===== config.mk =====
export PLATFORM = sky130hd
export DESIGN_NAME = reg_bank_16x16
export DESIGN_NICKNAME = d
export VERILOG_FILES = /design/src/rtl/reg_bank_16x16.sv
export SDC_FILE = /design/constraint.sdc
export NUM_CORES = 1
export LEC_CHECK = 0
export ABC_AREA = 1
export BUFFER_PORTS_ARGS = -buffer_cell sky130_fd_sc_hd__buf_2
export CAP_MARGIN = 20
export CORE_ASPECT_RATIO = 1.1
export CORE_MARGIN = 4
export CORE_UTILIZATION = 52
export DETAILED_ROUTE_END_ITERATION = 8
export PLACE_DENSITY = 0.84
export RECOVER_POWER = 25
export SYNTH_ARGS = -nofsm -noshare
export SYNTH_HDL_FRONTEND = slang
export SYNTH_SLANG_ARGS = --single-unit

===== constraint.sdc =====
create_clock -name clk -period 1.45 [get_ports clk]
set_input_delay 0.145 -clock clk [delete_from_list [all_inputs] [get_ports clk]]
set_output_delay 0.145 -clock clk [all_outputs]
set_load 0.01 [all_outputs]

===== src/rtl/reg_bank_16x16.sv =====
// reg_bank_16x16: sixteen general-purpose registers with one synchronous
// write port. Every register value is presented on its own output port so
// the downstream 16:1 operand mux can select any of them. Alongside the
// data, the bank keeps per-register dirty bits (written since reset or
// clr_dirty) and the index of the most recent accepted write.
//
// Write acceptance:
//   - A write is accepted when wr_en=1.
//   - The one exception is ZERO_R0=1 with wr_addr=0, which is treated as
//     no write at all: r0 stays zero and the dirty bits and last-write
//     tracking are left untouched.
//
// Timing:
//   - All outputs come straight from flops. A write becomes visible one
//     cycle after its edge, so there is no write-through to the outputs.
//   - Reset is synchronous and has priority over everything else in the
//     same cycle, including a pending write or clr_dirty.

module reg_bank_16x16 #(
  parameter int                DATA_W    = 16,
  parameter bit                ZERO_R0   = 1'b0,
  parameter logic [DATA_W-1:0] RESET_VAL = {DATA_W{1'b0}}
) (
  input  logic              clk,
  input  logic              reset,
  input  logic              wr_en,
  input  logic [3:0]        wr_addr,
  input  logic [DATA_W-1:0] wr_data,
  input  logic              clr_dirty,
  output logic [DATA_W-1:0] r0,
  output logic [DATA_W-1:0] r1,
  output logic [DATA_W-1:0] r2,
  output logic [DATA_W-1:0] r3,
  output logic [DATA_W-1:0] r4,
  output logic [DATA_W-1:0] r5,
  output logic [DATA_W-1:0] r6,
  output logic [DATA_W-1:0] r7,
  output logic [DATA_W-1:0] r8,
  output logic [DATA_W-1:0] r9,
  output logic [DATA_W-1:0] r10,
  output logic [DATA_W-1:0] r11,
  output logic [DATA_W-1:0] r12,
  output logic [DATA_W-1:0] r13,
  output logic [DATA_W-1:0] r14,
  output logic [DATA_W-1:0] r15,
  output logic [15:0]       dirty,
  output logic [3:0]        last_addr,
  output logic              last_valid
);

  localparam int NREG = 16;

  // With a hard-wired zero r0 the reset value for r0 is forced to zero
  // regardless of RESET_VAL.
  localparam logic [DATA_W-1:0] R0_RESET_VAL = ZERO_R0 ? {DATA_W{1'b0}} : RESET_VAL;

  // 4-to-16 one-hot decode. Every index 0..15 maps to exactly one bit, so
  // the decode has no unreachable state.
  function automatic logic [15:0] decode_1hot(input logic [3:0] addr);
    decode_1hot = 16'h0001 << addr;
  endfunction

  logic [DATA_W-1:0] regs_q [NREG];
  logic [DATA_W-1:0] regs_d [NREG];
  logic [15:0]       dirty_q;
  logic [15:0]       dirty_d;
  logic [3:0]        last_addr_q;
  logic [3:0]        last_addr_d;
  logic              last_valid_q;
  logic              last_valid_d;

  logic              wr_accept_s;
  logic [15:0]       wr_sel_s;

  // Qualify the write strobe and decode it into a one-hot register select.
  always_comb begin
    wr_accept_s = 1'b0;
    if (wr_en) begin
      if (ZERO_R0 && (wr_addr == 4'd0)) begin
        wr_accept_s = 1'b0;
      end else begin
        wr_accept_s = 1'b1;
      end
    end else begin
      wr_accept_s = 1'b0;
    end
    wr_sel_s = wr_accept_s ? decode_1hot(wr_addr) : 16'h0000;
  end

  // Next register contents: only the selected register takes wr_data.
  // When r0 is hard-wired it is never selected, so it simply holds its
  // zero reset value.
  always_comb begin
    for (int i = 0; i < NREG; i++) begin
      regs_d[i] = regs_q[i];
      if (wr_sel_s[i]) begin
        regs_d[i] = wr_data;
      end else begin
        regs_d[i] = regs_q[i];
      end
    end
  end

  // Next dirty and last-write state.
  // The clear is applied first and the accepted write's bit is then ORed
  // in, so clear+write in the same cycle leaves exactly one-hot(wr_addr).
  // clr_dirty does not affect the last-write tracking.
  always_comb begin
    dirty_d      = (clr_dirty ? 16'h0000 : dirty_q) | wr_sel_s;
    last_addr_d  = last_addr_q;
    last_valid_d = last_valid_q;
    if (wr_accept_s) begin
      last_addr_d  = wr_addr;
      last_valid_d = 1'b1;
    end else begin
      last_addr_d  = last_addr_q;
      last_valid_d = last_valid_q;
    end
  end

  // State update: synchronous reset has priority over any write or clear.
  always_ff @(posedge clk) begin
    if (reset) begin
      for (int i = 0; i < NREG; i++) begin
        regs_q[i] <= (i == 0) ? R0_RESET_VAL : RESET_VAL;
      end
      dirty_q      <= 16'h0000;
      last_addr_q  <= 4'h0;
      last_valid_q <= 1'b0;
    end else begin
      for (int i = 0; i < NREG; i++) begin
        regs_q[i] <= regs_d[i];
      end
      dirty_q      <= dirty_d;
      last_addr_q  <= last_addr_d;
      last_valid_q <= last_valid_d;
    end
  end

  // Outputs are straight register taps; there is no path from the inputs.
  assign r0         = regs_q[0];
  assign r1         = regs_q[1];
  assign r2         = regs_q[2];
  assign r3         = regs_q[3];
  assign r4         = regs_q[4];
  assign r5         = regs_q[5];
  assign r6         = regs_q[6];
  assign r7         = regs_q[7];
  assign r8         = regs_q[8];
  assign r9         = regs_q[9];
  assign r10        = regs_q[10];
  assign r11        = regs_q[11];
  assign r12        = regs_q[12];
  assign r13        = regs_q[13];
  assign r14        = regs_q[14];
  assign r15        = regs_q[15];
  assign dirty      = dirty_q;
  assign last_addr  = last_addr_q;
  assign last_valid = last_valid_q;

endmodule

; ---- After elaboration in Yosys (flattened, before gate mapping)
; Memories as Yosys holds them, arrays and structs flattened.
; Index checks and enable logic that the tools add are counted.
[op_classes]
shifts = 1
mux = 38
n_bitwise = 17
[op_table]
columns = op, count
row1 = $mux W16, 34
row2 = $or A1 B1 Y1, 16
row3 = $or A16 B16 Y16, 1
row4 = $shl A1 B4 Y16 const A, 1
row5 = $mux W1, 4
[word_totals]
register_bits = 21
mem_bits_rw = 256
input_bits = 24
output_inout_bits = 277
word_cells = 60
mem_count = 1
[memory_table]
columns = memory, depth, width, read_ports, rd_ports_with_merged_regs, write_ports, line_no
row1 = regs_q, 16, 16, 16, 0, 16, 63  ; logic [DATA_W-1:0] regs_q [NREG];

; ---- Longest topological paths before layout
; Gate-level depths: netlist (run 1).
[depth]
word_depth = 4
mapped_depth = 8
ltp_nobuf = 6

; ---- Least setup slack after synthesis (run 1)
; No wires, ideal clock.
[synth_path]
kind = input -> register
start = input wr_addr[0]
end = memory regs_q[14][12], in the netlist regs_q[0][236]
setup_ns = 0.113
arrival_ns = 1.039
t_required_ns = 1.337
setup_slack_ns = 0.298
path_stages = 8
path_buffers = 2
path_cell_list = buf_2 inv_1 nand3_1 nor2_2 buf_4 nand2_1 nand2_1 nor2_1
[synth_rtl]
columns = element, line_no
row1 = start: declaration, 27  ; input logic [3:0] wr_addr,
row2 = end: declaration, 63

==> results of run 1 <==
## worst register-to-register path, delay by kind of cell, from the launching register on
family | cells | cell delay, ns
buffers and inverters | 1 | 0.05
flip-flops | 1 | 0.33
AND/OR/NAND/NOR | 3 | 0.28
## Yosys cell counts
cell	count
sky130_fd_sc_hd__a21oi_1	15
sky130_fd_sc_hd__buf_1	37
sky130_fd_sc_hd__buf_2	24
sky130_fd_sc_hd__buf_4	32
sky130_fd_sc_hd__buf_6	3
sky130_fd_sc_hd__clkbuf_1	13
sky130_fd_sc_hd__dfxtp_1	277
sky130_fd_sc_hd__inv_1	59
sky130_fd_sc_hd__inv_2	4
sky130_fd_sc_hd__inv_4	1
sky130_fd_sc_hd__nand2_1	434
sky130_fd_sc_hd__nand2_4	2
sky130_fd_sc_hd__nand3_1	70
sky130_fd_sc_hd__nand3_2	2
sky130_fd_sc_hd__nand4_1	32
sky130_fd_sc_hd__nor2_1	529
sky130_fd_sc_hd__nor2_2	6
sky130_fd_sc_hd__nor2_4	12
sky130_fd_sc_hd__o21ai_0	4
## power breakdown
part / switching [mW] / internal [mW]
sequential: 0.104 / 7.78
clock: 2.87 / 4.11
combinational: 0.963 / 0.486
## worst max-delay path by stage
| stage | from | endpoint | slack (ns) | cells past startpoint |
|---|---|---|---|---|
| floorplan | wr_addr[0] | regs_q[0][236]$_SDFFE_PP0P_ | 0.30 | 8 |
| global placement | wr_addr[2] | regs_q[0][190]$_SDFFE_PP0P_ | 0.11 | 8 |
| detailed placement | wr_addr[2] | regs_q[0][163]$_SDFFE_PP0P_ | 0.06 | 6 |
| CTS | wr_en | regs_q[0][200]$_SDFFE_PP0P_ | 0.1 | 9 |
| global route | wr_en | regs_q[0][137]$_SDFFE_PP0P_ | 0.009 | 9 |
| finish | wr_en | regs_q[0][137]$_SDFFE_PP0P_ | 0.08 | 9 |
## kinds of logic after synthesis
family,count (synthesis),share of synthesized area
buffers and inverters,173,0.07603
and+or+nand+nor,1087,0.4039
DFF,277,0.5113
AOI/OAI and AO/OA,19,0.008768
## routing by layer
layer  GRT usage  up-vias
met4      0.1110        0
met2      0.4775      563
met1      0.3624     4929
met5           0        -
met3     0.05579      103
li1            -     5285
## final cells by class
| type | count | area, µm² | share of cell area |
|---|---|---|---|
| Sequential cell | 277 | 5545 | 0.4058 |
| Multi-Input combinational cell | 1106 | 4473 | 0.3273 |
| Timing Repair Buffer | 376 | 2191 | 0.1603 |
| Clock buffer | 39 | 790.8 | 0.05786 |
| Tap cell | 256 | 320.3 | 0.02344 |
| Inverter | 64 | 250.2 | 0.01831 |
| Clock inverter | 8 | 92.59 | 0.006775 |
| Antenna cell | 1 | 2.502 | 0.0001831 |
## what timing repair did
action / in CTS / in global routing
setup endpoints to repair: 0 / 17
gates resized for setup: 0 / 2
hold buffers: 18 / 0
hold endpoints to repair: 34 / 0
## state kept, by name, summed over array words and instances, names as in the netlist
register	cells
last_valid	1
dirty	16
last_addr	4
regs_q	256
## through the flow
stage | util | cell area (µm²) | setup WS, ns
final | 0.6642 | 13670 | 0.08360
after global routing | 0.6640 | 13660 | 0.009261
after CTS | 0.6722 | 13830 | 0.09737
after detailed placement | 0.6206 | 12770 | 0.05649
after global placement | 0.6206 | 12770 | 0.1093
after floorplan | - | 10850 | 0.2979
==> run metrics, run 1 <==
RR Endpoint=regs_q[0][137]$_SDFFE_PP0P_; overall power after layout=16.32 mW; biggest fanout along the worst timing path=33; Filler Cells Inserted=1802; fraction of layout cells with a size suffix above 1=0.1572; beginning of the worst hold path=wr_addr[0]; average footprint of a synthesized cell=6.970 µm²; vias per inst=5.115; initial antenna violation count=0; final routed wire length divided by cell count=16.37 µm; Detail Route Antenna Nets=0; terminating pin of the worst hold path=last_addr[0]$_SDFFE_PP0P_; Top Metal Used=met4; cell types occupying the most area after synthesis=sky130_fd_sc_hd__dfxtp_1, sky130_fd_sc_hd__nor2_1, sky130_fd_sc_hd__nand2_1; outcome=completed; classification of the worst setup path=primary input to flop; placed wire-length estimate after detailed placement=23320 µm; Mapped Nets=1580; most frequent cells in the layout=sky130_fd_sc_hd__nor2_1, sky130_fd_sc_hd__nand2_1, sky130_fd_sc_hd__dfxtp_1; maximum number of pins on one net before global-route repair=68; TritonCTS clock tree=done; fraction of the yosys area taken by sequential cells=0.5113; proportion of netlist area held by the largest area contributor=0.5113; number of H-tree levels=1; path class of the lowest-slack min-delay path=primary input to flop; Reg2Reg Depth=4; core area=20580 µm²; Ys Warns=0; remaining design rule violation count=0; number of max-capacitance violations reported=0; clock root buffer=sky130_fd_sc_hd__clkbuf_16; area added between synthesis and finish=26.00%; number of sinks handled by clock tree synthesis=277; maximum cell stage delay along the critical path=0.53 ns; metal1 wirelength=13760 µm; Relative slew margins=0.6776; post-route clock period utilization=0.9423; initial cell density of the core=0.5271; clock insertion delay at the later pin of the skew report=0.52 ns; IO Pins=301; clock-pin slew of the registers on the worst-case setup and hold paths=0.06 ns; 1st-iter DRT viols=932; crit-path cells=dlygate4sd3_1 > buf_2 > nand2_4 > inv_6 > nand3_2 > buf_12 > nand2_1 > nand2_1 > nor2_1; WP buf/inv=4; source of the worst register-to-register timing path=regs_q[0][137]$_SDFFE_PP0P_; Cell Pwr Density=1194 nW/µm²; number of global-route vias before repair=10030; Max Clock Skew=0 ns; met3 wire length=3322 µm; die footprint=23230 µm²; remaining global-route overflow=0; std cell rows=55; unique cell type count in the Yosys netlist=19; post-CTS setup-driven buffer insertion count=0; cell family with most CP delay=buffers and inverters; total negative slack=0 ns; Synth area leader=sky130_fd_sc_hd__dfxtp_1; die width=145.7 µm; endpoints failing setup=0; slew of the pin with the lowest slew margin=0.4830 ns; most common cell after layout, fill and taps aside=sky130_fd_sc_hd__nor2_1; final number of hold-violating endpoints=0; instance count along the most critical hold path=3; RePlAce Congestion=0.8235; chip height=159.5 µm; number of synthesized register bits=277; port bufs=300; overall routing resource usage=0.2846; total number of vias=10880; RSZ-0062 raised after global routing=false; slowest cell on the critical path=sky130_fd_sc_hd__dlygate4sd3_1; data required time of the critical path=1.90 ns; IR drop worst, VDD=0.0007861 V; CTS max path bufs=3; clock period minus final worst setup slack=1.366 ns; Gate Count Post-Synth=1556; worst hold-check slack=0.01859 ns; routed wl met2=16360 µm; cell type with the highest occurrence count on the critical path=sky130_fd_sc_hd__nand2_1; maximum clock rate=731.9 MHz; first-pass GRT wire length=53730 µm; DRT Wirelength=34820 µm; Final Slew Violations=0; number of iterations in the first detailed-routing pass=5; Post-layout nets=1876; Critical Path Start Type=primary input; category of the worst setup path capture point=flop; Non-Filler Instances=2127; placed instance count=2061; Syn Std Cell Area=10850 µm²; CTS Buf Count=27; total leakage power=6.339 nW; reg-to-reg slack, setup=0.72 ns; worst path arrival time=1.82 ns
No activity file was read; power rests on OpenSTA's default activity.
==> run 2, diff against run 1 <==
--- a/config.mk
+++ b/config.mk
@@ -6,12 +6,12 @@
 export NUM_CORES = 1
 export LEC_CHECK = 0
 export ABC_AREA = 1
-export BUFFER_PORTS_ARGS = -buffer_cell sky130_fd_sc_hd__buf_2
 export CAP_MARGIN = 20
 export CORE_ASPECT_RATIO = 1.1
 export CORE_MARGIN = 4
-export CORE_UTILIZATION = 52
+export CORE_UTILIZATION = 63
 export DETAILED_ROUTE_END_ITERATION = 8
+export DONT_BUFFER_PORTS = 1
 export PLACE_DENSITY = 0.84
 export RECOVER_POWER = 25
 export SYNTH_ARGS = -nofsm -noshare
==> run metrics, run 2 (synthesized netlist as in run 1, its figures left out) <==
IR drop worst, VDD=0.0009361 V (+19%); CTS Buf Count=28 (+3.7%); slew of the pin with the lowest slew margin=0.7704 ns (+0.2874 ns); initial cell density of the core=0.6397 (+0.1126); clock root buffer=sky130_fd_sc_hd__clkbuf_16; Worst Slack Setup Final=0.1414 ns (+0.05785 ns); area added between synthesis and finish=13.16%; core area=16950 µm² (-18%); vias per inst=5.401 (+5.6%); chip height=145.6 µm (-8.7%); TritonCTS clock tree=done; category of the worst setup path capture point=flop; data required time of the critical path=1.92 ns (+0.02 ns); die footprint=19380 µm² (-17%); maximum clock rate=764.2 MHz (+4.4%); worst hold-check slack=0.01811 ns (-0.0004794 ns); IO Pins=301 (unchanged); number of H-tree levels=1 (unchanged); switching power total=3.844 mW (-2.4%); biggest fanout along the worst timing path=2 (-94%); met2 demand-to-capacity share in global routing=0.5211 (+0.04362); most frequent cells in the layout=sky130_fd_sc_hd__nor2_1, sky130_fd_sc_hd__nand2_1, sky130_fd_sc_hd__dfxtp_1; worst path arrival time=1.78 ns (-0.04 ns); clock period minus final worst setup slack=1.309 ns (-0.05785 ns); GRT busiest layer=met2; post-route clock period utilization=0.9024 (-0.03989); number of sinks handled by clock tree synthesis=277 (unchanged); post-CTS setup-driven buffer insertion count=0 (unchanged); Cell Pwr Density=1308 nW/µm² (+9.5%); placement-stage worst setup slack=0.2446 ns (+0.1881 ns); Post-layout nets=1578 (-16%); share of total power in the clock network=0.431 (+0.003); remaining design rule violation count=0 (unchanged); Critical Path Start Type=flop; outcome=completed; number of flip-flops under the largest register name=256 (unchanged); RSZ-0062 raised after global routing=false; final routed wire length divided by cell count=18.09 µm (+11%); Relative slew margins=0.4856 (-0.1920); n_diodes=0 (-1); most common cell after layout, fill and taps aside=sky130_fd_sc_hd__nor2_1; Max Clock Skew=0 ns (unchanged); path class of the lowest-slack min-delay path=primary input to flop; RePlAce Congestion=0.8164 (-0.86%); final number of hold-violating endpoints=0 (unchanged); clock-pin slew of the registers on the worst-case setup and hold paths=0.06 ns (about the same); fraction of layout cells with a size suffix above 1=0.07193 (-0.08529); initial antenna violation count=0 (unchanged); number of global-route vias before repair=9074 (-9.5%); Internal=12.20 mW (-1.4%); combinational share of power=0.070 (-0.019); met3 track demand over resource in global routing=0.1093 (+0.05347); Detail Route Antenna Nets=0 (unchanged); clock insertion delay at the later pin of the skew report=0.53 ns (about the same); total negative slack=0 ns (unchanged); total leakage power=5.287 nW (-17%); placed wire-length estimate after detailed placement=20690 µm (-11%); std cell rows=50 (-9.1%); port bufs=0 (-100%); DRT Wirelength=32650 µm (-6.2%); design area=12270 µm² (-10%); met1 GRT Util=0.3834 (+0.02095); switching part of the total power=0.2396 (-0.001709); number of max-capacitance violations reported=0 (unchanged); number of iterations in the first detailed-routing pass=6 (+1); maximum number of pins on one net before global-route repair=69 (+1.5%); cell area reported after detailed placement=11070 µm² (-13%); power share of the sequential group=0.499 (+0.016); overall routing resource usage=0.3208 (+0.03621); 1st-iter DRT viols=730 (-22%); register ranked first by flip-flop count=regs_q; placed instance count=1725 (-16%); total number of vias=9749 (-10%); first-pass GRT wire length=50080 µm (-6.8%); Non-Filler Instances=1805 (-15%); remaining global-route overflow=0 (unchanged); endpoints failing setup=0 (unchanged); CTS max path bufs=3 (unchanged); die width=133.1 µm (-8.6%); classification of the worst setup path=flop to flop; Final Slew Violations=0 (unchanged)
[run 2: cell types whose count changed in the layout (fill, tap and decap cells not counted), moves of 2 or more]
cell / previous run / this run
sky130_fd_sc_hd__dlygate4sd3_1: 18 / 32
sky130_fd_sc_hd__clkbuf_8: 7 / 5
sky130_fd_sc_hd__clkbuf_16: 27 / 29
sky130_fd_sc_hd__buf_4: 37 / 29
sky130_fd_sc_hd__buf_12: 19 / 14
sky130_fd_sc_hd__buf_2: 169 / 0
sky130_fd_sc_hd__clkbuf_1: 137 / 6
[run 2: area by class of cell]
class	instances	area [µm²]
fill	1280	4681
tap	234	292.8
clock buffer	39	813.3
sequential	277	5545
multi-input combinational	1106	4481
timing repair buffer	77	827.0
clock inverter	8	71.32
inverter	64	242.7
[run 2: what timing repair did]
item | in CTS | in global routing
endpoints found under the setup margin | 0 | 115
gates resized for setup | 0 | 4
endpoints found under the hold margin | 111 | 0
hold buffers | 33 | 0
[run 2: layer usage]
metal	vias up	routed length, µm	part of all wire
met2	500	15200	0.47
met3	99	3846	0.12
met4	0	1625	0.050
met1	4449	11980	0.37
li1	4701	-	-
met5	-	0	0
[run 2: worst paths after layout]
kind                            slack [ns]                           to  cells after the start                   startpoint
worst max register to register        0.14         dirty[13]$_SDFF_PP0_                      5         dirty[13]$_SDFF_PP0_
worst min register to register        0.53  regs_q[0][246]$_SDFFE_PP0P_                      2  regs_q[0][246]$_SDFFE_PP0P_
worst max-delay path                  0.14         dirty[13]$_SDFF_PP0_                      5         dirty[13]$_SDFF_PP0_
worst min-delay path                  0.02          dirty[0]$_SDFF_PP0_                      5                   wr_addr[1]
[run 2: critical path, stage by stage (launching register included)]
cell,delay [ns]
sky130_fd_sc_hd__dfxtp_1,0.40
sky130_fd_sc_hd__inv_1,0.06
sky130_fd_sc_hd__nor2_1,0.08
sky130_fd_sc_hd__nor2_1,0.05
sky130_fd_sc_hd__nor2_1,0.09
sky130_fd_sc_hd__dlygate4sd3_1,0.57
[run 2: power groups by stage]
stage	sequential, mW	clock (mW)	combinational, mW
6_report	8.01	6.92	1.12
5_1_grt	8.02	7.31	1.23
4_1_cts	8.01	6.96	1.10
3_5_place_dp	8.17	0	0.994
3_3_place_gp	8.17	0	0.970
2_1_floorplan	8.11	0	0.748
[run 2: through the flow]
stage	power, mW	util
floorplan	8.861	-
global placement	9.137	0.6531
detailed placement	9.166	0.6531
CTS	16.07	0.7247
global route	16.56	0.7239
finish	16.05	0.7239
==> run 3, diff against run 2 <==
--- a/config.mk
+++ b/config.mk
@@ -8,7 +8,7 @@
 export ABC_AREA = 1
 export CAP_MARGIN = 20
 export CORE_ASPECT_RATIO = 1.1
-export CORE_MARGIN = 4
+export CORE_MARGIN = 2
 export CORE_UTILIZATION = 63
 export DETAILED_ROUTE_END_ITERATION = 8
 export DONT_BUFFER_PORTS = 1
==> constraint.sdc (replaced) <==
create_clock -name clk -period 1.4 [get_ports clk]
set_input_delay 0.14 -clock clk [delete_from_list [all_inputs] [get_ports clk]]
set_output_delay 0.14 -clock clk [all_outputs]
set_load 0.01 [all_outputs]
==> run metrics, run 3 (synthesized netlist as in run 1, its figures left out) <==
most frequent cells in the layout=sky130_fd_sc_hd__nor2_1, sky130_fd_sc_hd__nand2_1, sky130_fd_sc_hd__dfxtp_1; post-CTS setup-driven buffer insertion count=0 (unchanged); clock insertion delay at the later pin of the skew report=0.54 ns (about the same); maximum number of pins on one net before global-route repair=53 (-23%); IR drop worst, VDD=0.001359 V (+45%); overall power after layout=17.15 mW (+6.8%); final number of hold-violating endpoints=0 (unchanged); Critical Path Start Type=primary input; number of global-route vias before repair=9100 (+0.29%); reg-to-reg slack, setup=0.08 ns (-0.06 ns); worst path arrival time=1.74 ns (-0.04 ns); total number of vias=9847 (+1.0%); classification of the worst setup path=primary input to flop; Relative slew margins=0.5434 (+0.05777); total negative slack=0 ns (unchanged); die footprint=18280 µm² (-5.7%); Reg2Reg Depth=3 (-2); remaining global-route overflow=0 (unchanged); Finished Core Util=0.7314 (+0.007454); die width=129.1 µm (-3.0%); number of iterations in the first detailed-routing pass=6 (unchanged); slowest cell on the critical path=sky130_fd_sc_hd__clkdlybuf4s25_1; overall routing resource usage=0.3436 (+0.02272); port bufs=0 (unchanged); std cell rows=50 (unchanged); data required time of the critical path=1.82 ns (-0.10 ns); post-route clock period utilization=0.9429; Cell Pwr Density=1383 nW/µm² (+5.8%); met3 track demand over resource in global routing=0.1116 (+0.002347); placed wire-length estimate after detailed placement=19930 µm (-3.7%); Seq. cell area=5545 µm² (unchanged); DRT Wirelength=32600 µm (-0.17%); remaining design rule violation count=0 (unchanged); clock root buffer=sky130_fd_sc_hd__clkbuf_16; number of max-capacitance violations reported=0 (unchanged); total leakage power=5.340 nW (+1.0%); core area=16950 µm² (unchanged); number of H-tree levels=1 (unchanged); initial cell density of the core=0.6397 (unchanged); endpoints failing setup=0 (unchanged); multi-input gate area in the final layout=4473 µm² (-0.17%); instance count along the most critical hold path=4 (-1); outcome=completed; crit-path cells=clkdlybuf4s25_1 > clkinv_8 > buf_4 > nand2_1 > nor2_1; initial antenna violation count=0 (unchanged); RePlAce Congestion=0.8143 (-0.26%); met1 GRT Util=0.4005 (+0.01715); maximum clock rate=757.5 MHz; area added between synthesis and finish=14.33%; biggest fanout along the worst timing path=48 (+46); Final Slew Violations=0 (unchanged); path class of the lowest-slack min-delay path=primary input to flop; 1st-iter DRT viols=941 (+29%); vias per inst=5.437 (+0.67%); final routed wire length divided by cell count=18.00 µm (-0.50%); first-pass GRT wire length=49230 µm (-1.7%); met2 demand-to-capacity share in global routing=0.5659 (+0.04484); Detail Route Antenna Nets=0 (unchanged); register ranked first by flip-flop count=regs_q; n_diodes=0 (unchanged); CTS max path bufs=3 (unchanged); IO Pins=301 (unchanged); RSZ-0062 raised after global routing=false; GRT busiest layer=met2; fraction of layout cells with a size suffix above 1=0.07483 (+0.002897); source of the worst register-to-register timing path=dirty[9]$_SDFF_PP0_; clock period minus final worst setup slack=1.320 ns; most common cell after layout, fill and taps aside=sky130_fd_sc_hd__nor2_1; Post-layout nets=1581 (+0.19%); terminating pin of the worst hold path=dirty[2]$_SDFF_PP0_; clock-pin slew of the registers on the worst-case setup and hold paths=0.07 ns (about the same); CTS Buf Count=27 (-3.6%); RR Endpoint=dirty[9]$_SDFF_PP0_; beginning of the worst hold path=wr_addr[2]; Filler Cells Inserted=1257 (-1.8%); number of sinks handled by clock tree synthesis=277 (unchanged); TritonCTS clock tree=done; maximum cell stage delay along the critical path=0.65 ns (+0.08 ns); category of the worst setup path capture point=flop; Max Clock Skew=0 ns (unchanged); chip height=141.6 µm (-2.7%); slew of the pin with the lowest slew margin=0.6827 ns (-0.08778 ns); number of flip-flops under the largest register name=256 (unchanged)
[run 3: changes by cell type in the layout (fill, tap and decap cells not counted), moves of 2 or more]
cell / before / now
sky130_fd_sc_hd__clkbuf_1: 6 / 1
sky130_fd_sc_hd__clkbuf_8: 5 / 0
sky130_fd_sc_hd__bufinv_16: 1 / 5
sky130_fd_sc_hd__clkinvlp_4: 1 / 5
sky130_fd_sc_hd__dlygate4sd3_1: 32 / 36
sky130_fd_sc_hd__buf_4: 29 / 26
sky130_fd_sc_hd__clkinv_2: 5 / 8
sky130_fd_sc_hd__buf_12: 14 / 16
sky130_fd_sc_hd__clkbuf_16: 29 / 27
sky130_fd_sc_hd__clkinv_4: 0 / 2
[run 3: how the worst max path moves through the flow]
stage / start / to / slack (ns)
after floorplan: wr_addr[0] / regs_q[0][236]$_SDFFE_PP0P_ / 0.25
after global placement: wr_addr[2] / regs_q[0][150]$_SDFFE_PP0P_ / 0.27
after detailed placement: wr_addr[2] / regs_q[0][152]$_SDFFE_PP0P_ / 0.17
after CTS: reset / regs_q[0][22]$_SDFFE_PP0P_ / 0.004
after global routing: dirty[13]$_SDFF_PP0_ / dirty[13]$_SDFF_PP0_ / 0.03
final: reset / regs_q[0][194]$_SDFFE_PP0P_ / 0.08
[run 3: repair_timing]
action / 4_1_cts / 5_1_grt
setup endpoints to repair: 0 / 42
resized for setup: 0 / 5
hold buffers: 37 / 0
hold endpoints to repair: 104 / 0
[run 3: cell type report]
type	instances	share of cell area
inverters	64	0.02059
clock buffers	27	0.05449
repair buffers	81	0.07215
well taps	234	0.02361
multi-input cells	1106	0.3607
clock inverters	22	0.02119
flip-flops and latches	277	0.4472
[run 3: critical path: cells and delay by family]
family / cells / cell delay [ns]
buffers and inverters: 3 / 1.39
AND/OR/NAND/NOR: 2 / 0.18
[run 3: where the power goes]
group,internal (mW),switching [mW]
Sequential,8.06,0.227
Combinational,0.382,0.788
Clock,4.48,3.21
Total,12.9,4.22
[run 3: metal layers]
layer	wire length (µm)	part of all wire	vias to the layer above
met5	0	0	-
met1	11540	0.35	4467
met2	15110	0.46	540
met3	3971	0.12	138
met4	1984	0.061	0
li1	-	-	4702
[run 3: metrics by stage]
stage | setup slack, ns | cells | hold WS (ns) | instance area, µm²
2_1_floorplan | 0.2529 | 1556 | 0.2749 | 10850
3_3_place_gp | 0.2672 | 1725 | 0.2117 | 11110
3_5_place_dp | 0.1678 | 1725 | 0.2153 | 11110
4_1_cts | 0.003942 | 1811 | 0.006627 | 12420
5_1_grt | 0.03040 | 1811 | 0.03432 | 12400
6_report | 0.07990 | 1811 | 0.004947 | 12400
